### src/rtl/miriscv_apb_bridge.sv
// Core data-port bridge: address bit 31 steers a request to the single-cycle RAM
// or to one of two APB slaves (UART / timer), with a bounded ACCESS phase.
module miriscv_apb_bridge #(
  parameter int XLEN    = 32,
  parameter int TIMEOUT = 255
) (
  input  logic              clk_i,
  input  logic              arstn_i,
  input  logic              data_req_i,
  input  logic              data_we_i,
  input  logic [XLEN/8-1:0] data_be_i,
  input  logic [XLEN-1:0]   data_addr_i,
  input  logic [XLEN-1:0]   data_wdata_i,
  output logic              data_gnt_o,
  output logic              data_rvalid_o,
  output logic [XLEN-1:0]   data_rdata_o,
  output logic              data_err_o,
  output logic              mem_req_o,
  output logic              mem_we_o,
  output logic [XLEN/8-1:0] mem_be_o,
  output logic [XLEN-1:0]   mem_addr_o,
  output logic [XLEN-1:0]   mem_wdata_o,
  input  logic [XLEN-1:0]   mem_rdata_i,
  output logic [1:0]        psel_o,
  output logic              penable_o,
  output logic              pwrite_o,
  output logic [XLEN-1:0]   paddr_o,
  output logic [XLEN-1:0]   pwdata_o,
  output logic [XLEN/8-1:0] pstrb_o,
  input  logic [2*XLEN-1:0] prdata_i,
  input  logic [1:0]        pready_i,
  input  logic [1:0]        pslverr_i
);

  localparam logic [1:0] IDLE    = 2'd0;
  localparam logic [1:0] RAM_RSP = 2'd1;
  localparam logic [1:0] SETUP   = 2'd2;
  localparam logic [1:0] ACCESS  = 2'd3;

  logic [1:0]      state_q;
  logic            slot_q;
  logic [7:0]      cnt_q;
  logic            rsp_q;
  logic            err_q;
  logic [XLEN-1:0] rdata_q;

  logic            ram_req;
  logic            apb_req;
  logic            sel_ready;
  logic            sel_err;
  logic [XLEN-1:0] sel_rdata;
  logic            timeout_hit;

  assign data_gnt_o  = (state_q == IDLE) & data_req_i;
  assign ram_req     = data_gnt_o & ~data_addr_i[31];
  assign apb_req     = data_gnt_o &  data_addr_i[31];

  // RAM side is a straight pass-through; its data comes back one cycle later.
  assign mem_req_o   = ram_req;
  assign mem_we_o    = data_we_i;
  assign mem_be_o    = data_be_i;
  assign mem_addr_o  = data_addr_i;
  assign mem_wdata_o = data_wdata_i;

  assign sel_ready   = slot_q ? pready_i[1]  : pready_i[0];
  assign sel_err     = slot_q ? pslverr_i[1] : pslverr_i[0];
  assign sel_rdata   = slot_q ? prdata_i[2*XLEN-1:XLEN] : prdata_i[XLEN-1:0];
  assign timeout_hit = (cnt_q == 8'(TIMEOUT - 1));

  // Select/enable derive from state so an async reset drops them at once.
  assign psel_o    = (state_q == SETUP || state_q == ACCESS) ? (slot_q ? 2'b10 : 2'b01) : 2'b00;
  assign penable_o = (state_q == ACCESS);

  assign data_rvalid_o = (state_q == RAM_RSP) | rsp_q;
  assign data_rdata_o  = (state_q == RAM_RSP) ? mem_rdata_i : rdata_q;
  assign data_err_o    = err_q;

  always_ff @(posedge clk_i or negedge arstn_i) begin
    if (!arstn_i) begin
      state_q  <= IDLE;
      slot_q   <= 1'b0;
      cnt_q    <= '0;
      rsp_q    <= 1'b0;
      err_q    <= 1'b0;
      rdata_q  <= '0;
      pwrite_o <= 1'b0;
      paddr_o  <= '0;
      pwdata_o <= '0;
      pstrb_o  <= '0;
    end else begin
      // APB response lives exactly one cycle; rdata_q stays 0 otherwise.
      rsp_q   <= 1'b0;
      err_q   <= 1'b0;
      rdata_q <= '0;
      case (state_q)
        IDLE: begin
          if (ram_req) begin
            state_q <= RAM_RSP;
          end else if (apb_req) begin
            state_q  <= SETUP;
            slot_q   <= data_addr_i[12];
            paddr_o  <= data_addr_i;
            pwdata_o <= data_wdata_i;
            pwrite_o <= data_we_i;
            pstrb_o  <= data_be_i;
          end
        end
        RAM_RSP: state_q <= IDLE;
        SETUP: begin
          state_q <= ACCESS;
          cnt_q   <= '0;
        end
        ACCESS: begin
          if (sel_ready) begin
            state_q <= IDLE;
            rsp_q   <= 1'b1;
            err_q   <= sel_err;
            rdata_q <= pwrite_o ? '0 : sel_rdata;
          end else if (timeout_hit) begin
            state_q <= IDLE;
            rsp_q   <= 1'b1;
            err_q   <= 1'b1;
            rdata_q <= XLEN'(32'hDEAD_BEEF);
          end else begin
            cnt_q <= cnt_q + 8'd1;
          end
        end
        default: state_q <= IDLE;
      endcase
    end
  end

endmodule

### config.mk
export PLATFORM = sky130hd
export DESIGN_NAME = miriscv_apb_bridge
export DESIGN_NICKNAME = d
export VERILOG_FILES = /design/src/rtl/miriscv_apb_bridge.sv
export SDC_FILE = /design/constraint.sdc
export NUM_CORES = 1
export LEC_CHECK = 0
export CAP_MARGIN = 0
export CORE_AREA = 4 4 132 134
export CTS_CLUSTER_DIAMETER = 150
export DETAILED_ROUTE_END_ITERATION = 6
export DIE_AREA = 0 0 136 138
export PLACE_DENSITY = 0.75
export RECOVER_POWER = 50
export SLEW_MARGIN = 40
export SYNTH_ARGS = -nofsm -noshare
export SYNTH_HDL_FRONTEND = slang
export SYNTH_SLANG_ARGS = --single-unit
export TNS_END_PERCENT = 100
### constraint.sdc
create_clock -name clk_i -period 1.8 [get_ports clk_i]
set_clock_uncertainty 0.1 [all_clocks]
set_input_delay 0.18 -clock clk_i [delete_from_list [all_inputs] [get_ports clk_i]]
set_output_delay 0.18 -clock clk_i [all_outputs]
set_load 0.05 [all_outputs]
==> key figures <==
Yosys
  – Post-synth top area share: 49.3%
  – Area contributors post-synth: dfrtp_1, mux2_2, buf_4
  – Post-synthesis sequential area ratio: 49.3%
  – Syn nets: 637
  – Post-Synthesis Cell Area: 5730 um^2
  – Yosys reg bits: 113
  – Synthesized netlist cell count: 463
  – Area leader, netlist: dfrtp_1
  – Cell variety after synth: 43
  – Post-Syn Area per Cell: 12.4 um^2
  – Syn. warnings: 0

STA
  – Worst slew margin: 31.5%
  – Hold slack: 0.280 ns
  – Min Tclk post-route: 2.07 ns
  – Slew @ Worst Pin: 1.03 ns
  – Final Max Slew Viols: 0
  – Setup TNS: -7.69 ns
  – Setup ws final: -0.266 ns
  – Final hold violation count: 0
  – RSZ-0062 raised after global routing: yes
  – Fmax: 0.484 GHz
  – # setup viols final: 35
  – Final period util: 115%

Place
  – I/O Buffers: 348
  – Worst slack at placement: -0.0793 ns
  – Inst Count DP: 956
  – DP HPWL: 14900 um
  – Placed Area: 9620 um^2
  – GPL Wtd Cong: 0.814

Power
  – P_int: 0.0107 W
  – Seq pwr share: 21.1%
  – Pwr Density: 1800 nW/um^2
  – LEAKAGE: 4.88 nW
  – Combinational fraction of design power: 61.2%
  – Switching power: 0.00879 W
  – Clock share of power: 17.7%
  – Switch share: 45.1%
  – VDD IR max: 0.978 mV

GRT
  – GR Overflow Total: 0
  – Vias in the first global route: 5384
  – Global-route wire length before repair: 29400 um
  – Total global-route track usage: 20.1%
  – Largest net degree at the start of global routing: 114
  – Antenna violations before repair: 1

Clock network
  – Worst-skew pair later-pin latency: 0.41 ns
  – Clock-pin slew on the worst setup and hold paths: 0.05 ns
  – Num CTS Buffers: 17
  – CTS tree: done
  – CTS Buffer Depth: 2
  – Root buf cell: clkbuf_16
  – CTS Sinks: 113
  – H-tree depth: 4

Drt
  – ANT nets after route: 0
  – First-pass DRT Iterations: 5
  – Routed wl met2: 11400 um
  – Via count: 4756
  – DRT iter0 DRCs: 239
  – Met3 WL: 1480 um
  – WL met1: 7210 um
  – Routed WL: 20500 um
  – Uppermost layer routed: met4
  – WL/cell: 20.5 um
  – Vias per cell: 4.76
  – Drc violations: 0

Die
  – Die Y-Extent: 138 um
  – Die width: 136 um
  – Core area: 16300 um^2
  – Initial core utilization: 35.2%
  – # IOs: 349
  – Row cnt: 47
  – Area of the die: 18800 um^2

Run
  – Max-cap violations: 0

Cells and area
  – Non-filler cells, final: 1000
  – Post-route design area: 10800 um^2
  – # fillers: 1188
  – Layout Nets: 941
  – Commonest non-fill, non-tap cell in the layout: dfrtp_1
  – Area Overhead vs Synth: 88.3%
  – Ratio of cells with drive above 1 in the final layout: 41.5%
  – Most frequent cells in the layout: dfrtp_1, clkdlybuf4s50_1, buf_12, dlygate4sd3_1, mux2_2

Setup path
  – Most common cell on crit path: buf_6
  – CP Capture Type: output port
  – Critical-path top delay cell: dfrtp_2
  – CP cell instances: nor2b_4, buf_6, buf_16, mux2_2, buf_6
  – Crit path arrival time: 1.79 ns
  – Critical path class: reg -> out
  – CP max FO: 8
  – Worst setup SP type: flip-flop
  – CP required: 1.52 ns
  – Worst R2R Start: state_q[0]
  – Crit path buf inv count: 3
  – Largest delay share family, worst path: buffers and inverters
  – CP max stage delay: 0.42 ns
  – Crit path launch: state_q[1]

Worst hold path
  – HP Class: in -> reg
  – HP Start: prdata_i[17]

Outcome
  – Failing checks: negative setup slack
  – Status: finished with violations
-- power by group through the flow --
stage | clock, W | combinational (W) | sequential, W
after floorplan | 0 | 0.00433 | 0.00672
after global placement | 0 | 0.0106 | 0.00408
after detailed placement | 0 | 0.0107 | 0.00415
after CTS | 0.00351 | 0.0111 | 0.00411
after global routing | 0.00365 | 0.0124 | 0.00424
final | 0.00345 | 0.0119 | 0.00411
-- flip-flops by register name, indices dropped and copies added (netlist names) --
register    count
pwdata_o       32
cnt_q           8
pstrb_o         4
data_err_o      1
rdata_q        32
state_q         2
pwrite_o        1
rsp_q           1
paddr_o        32
-- area by class of cell --
type,instances,area (um^2),area share (%)
multi-input cells,250,2350,21.8
inverters,4,18.8,0.174
repair buffers,381,4710,43.6
clock inverters,5,100,0.927
well taps,220,275,2.55
diodes,1,2.50,0.0232
clock buffers,26,509,4.72
flip-flops and latches,113,2830,26.2
-- cells by family (layout without fill, tap and decap cells) --
logic type	after synthesis	in the layout	share of synthesized area [%]
buf+inv	101	416	12.8
fa+ha+maj	2	2	0.437
simple gates	73	74	6.53
flops	113	113	49.3
other cells	0	1	0
compound gates	41	41	5.26
mux	133	133	25.6
-- cells in the mapped netlist --
cell type	instances
dfrtp_1	113
mux2_2	91
buf_4	77
nor2_1	36
mux2i_1	32
o21a_1	24
buf_2	9
mux2_1	9
clkbuf_1	6
nand3_1	6
inv_1	4
nand2_1	4
nor2b_1	4
nor3_1	4
and2_1	3
and3_1	3
a21oi_1	2
buf_6	2
buf_8	2
ha_1	2
nand4_1	2
o211ai_1	2
o21ai_0	2
o21bai_1	2
o311ai_0	2
or2_2	2
or3_1	2
a211oi_1	1
a21boi_0	1
a221oi_1	1
a31oi_1	1
a41oi_1	1
and2_4	1
and4_1	1
buf_12	1
mux2i_4	1
nand2b_1	1
nand2b_4	1
nand4_2	1
nor3_4	1
o21ai_2	1
o22ai_1	1
or2b_1	1
-- what timing repair did --
action	CTS	global route
resized for setup	65	67
endpoints found under the hold margin	113	0
gates cloned	1	5
hold buffers	1	0
pin swaps	0	2
buffers inserted	4	1
endpoints found under the setup margin	57	43
-- per-stage QoR --
step / util (%) / total power, W
finish: 66.3 / 0.0195
floorplan: - / 0.0111
detailed placement: 59.1 / 0.0149
global placement: 59.1 / 0.0147
global route: 66.3 / 0.0202
CTS: 64.0 / 0.0187
-- layer usage --
metal,up-vias,GRT usage [%]
li1,2153,-
met1,2355,20.6
met2,217,37.6
met3,31,6.25
met4,0,7.43
met5,-,0
-- final timing paths --
path | endpoint | slack (ns) | cells past startpoint
max | data_rdata_o[13] | -0.27 | 5
min | rdata_q[17] | 0.28 | 3
max reg2reg | paddr_o[30] | 0.05 | 6
min reg2reg | paddr_o[31] | 0.37 | 1
max in group asynchronous | state_q[1] | 0.42 | 3
min in group asynchronous | rdata_q[0] | 0.48 | 3
-- worst register-to-register path: cells and delay by family (launching register included) --
kind / cells / cell delay [ns]
multiplexers: 1 / 0.35
AND/OR/NAND/NOR: 2 / 0.32
buffers and inverters: 3 / 0.47
flip-flops: 1 / 0.38
(Power assumes the default switching activity.)
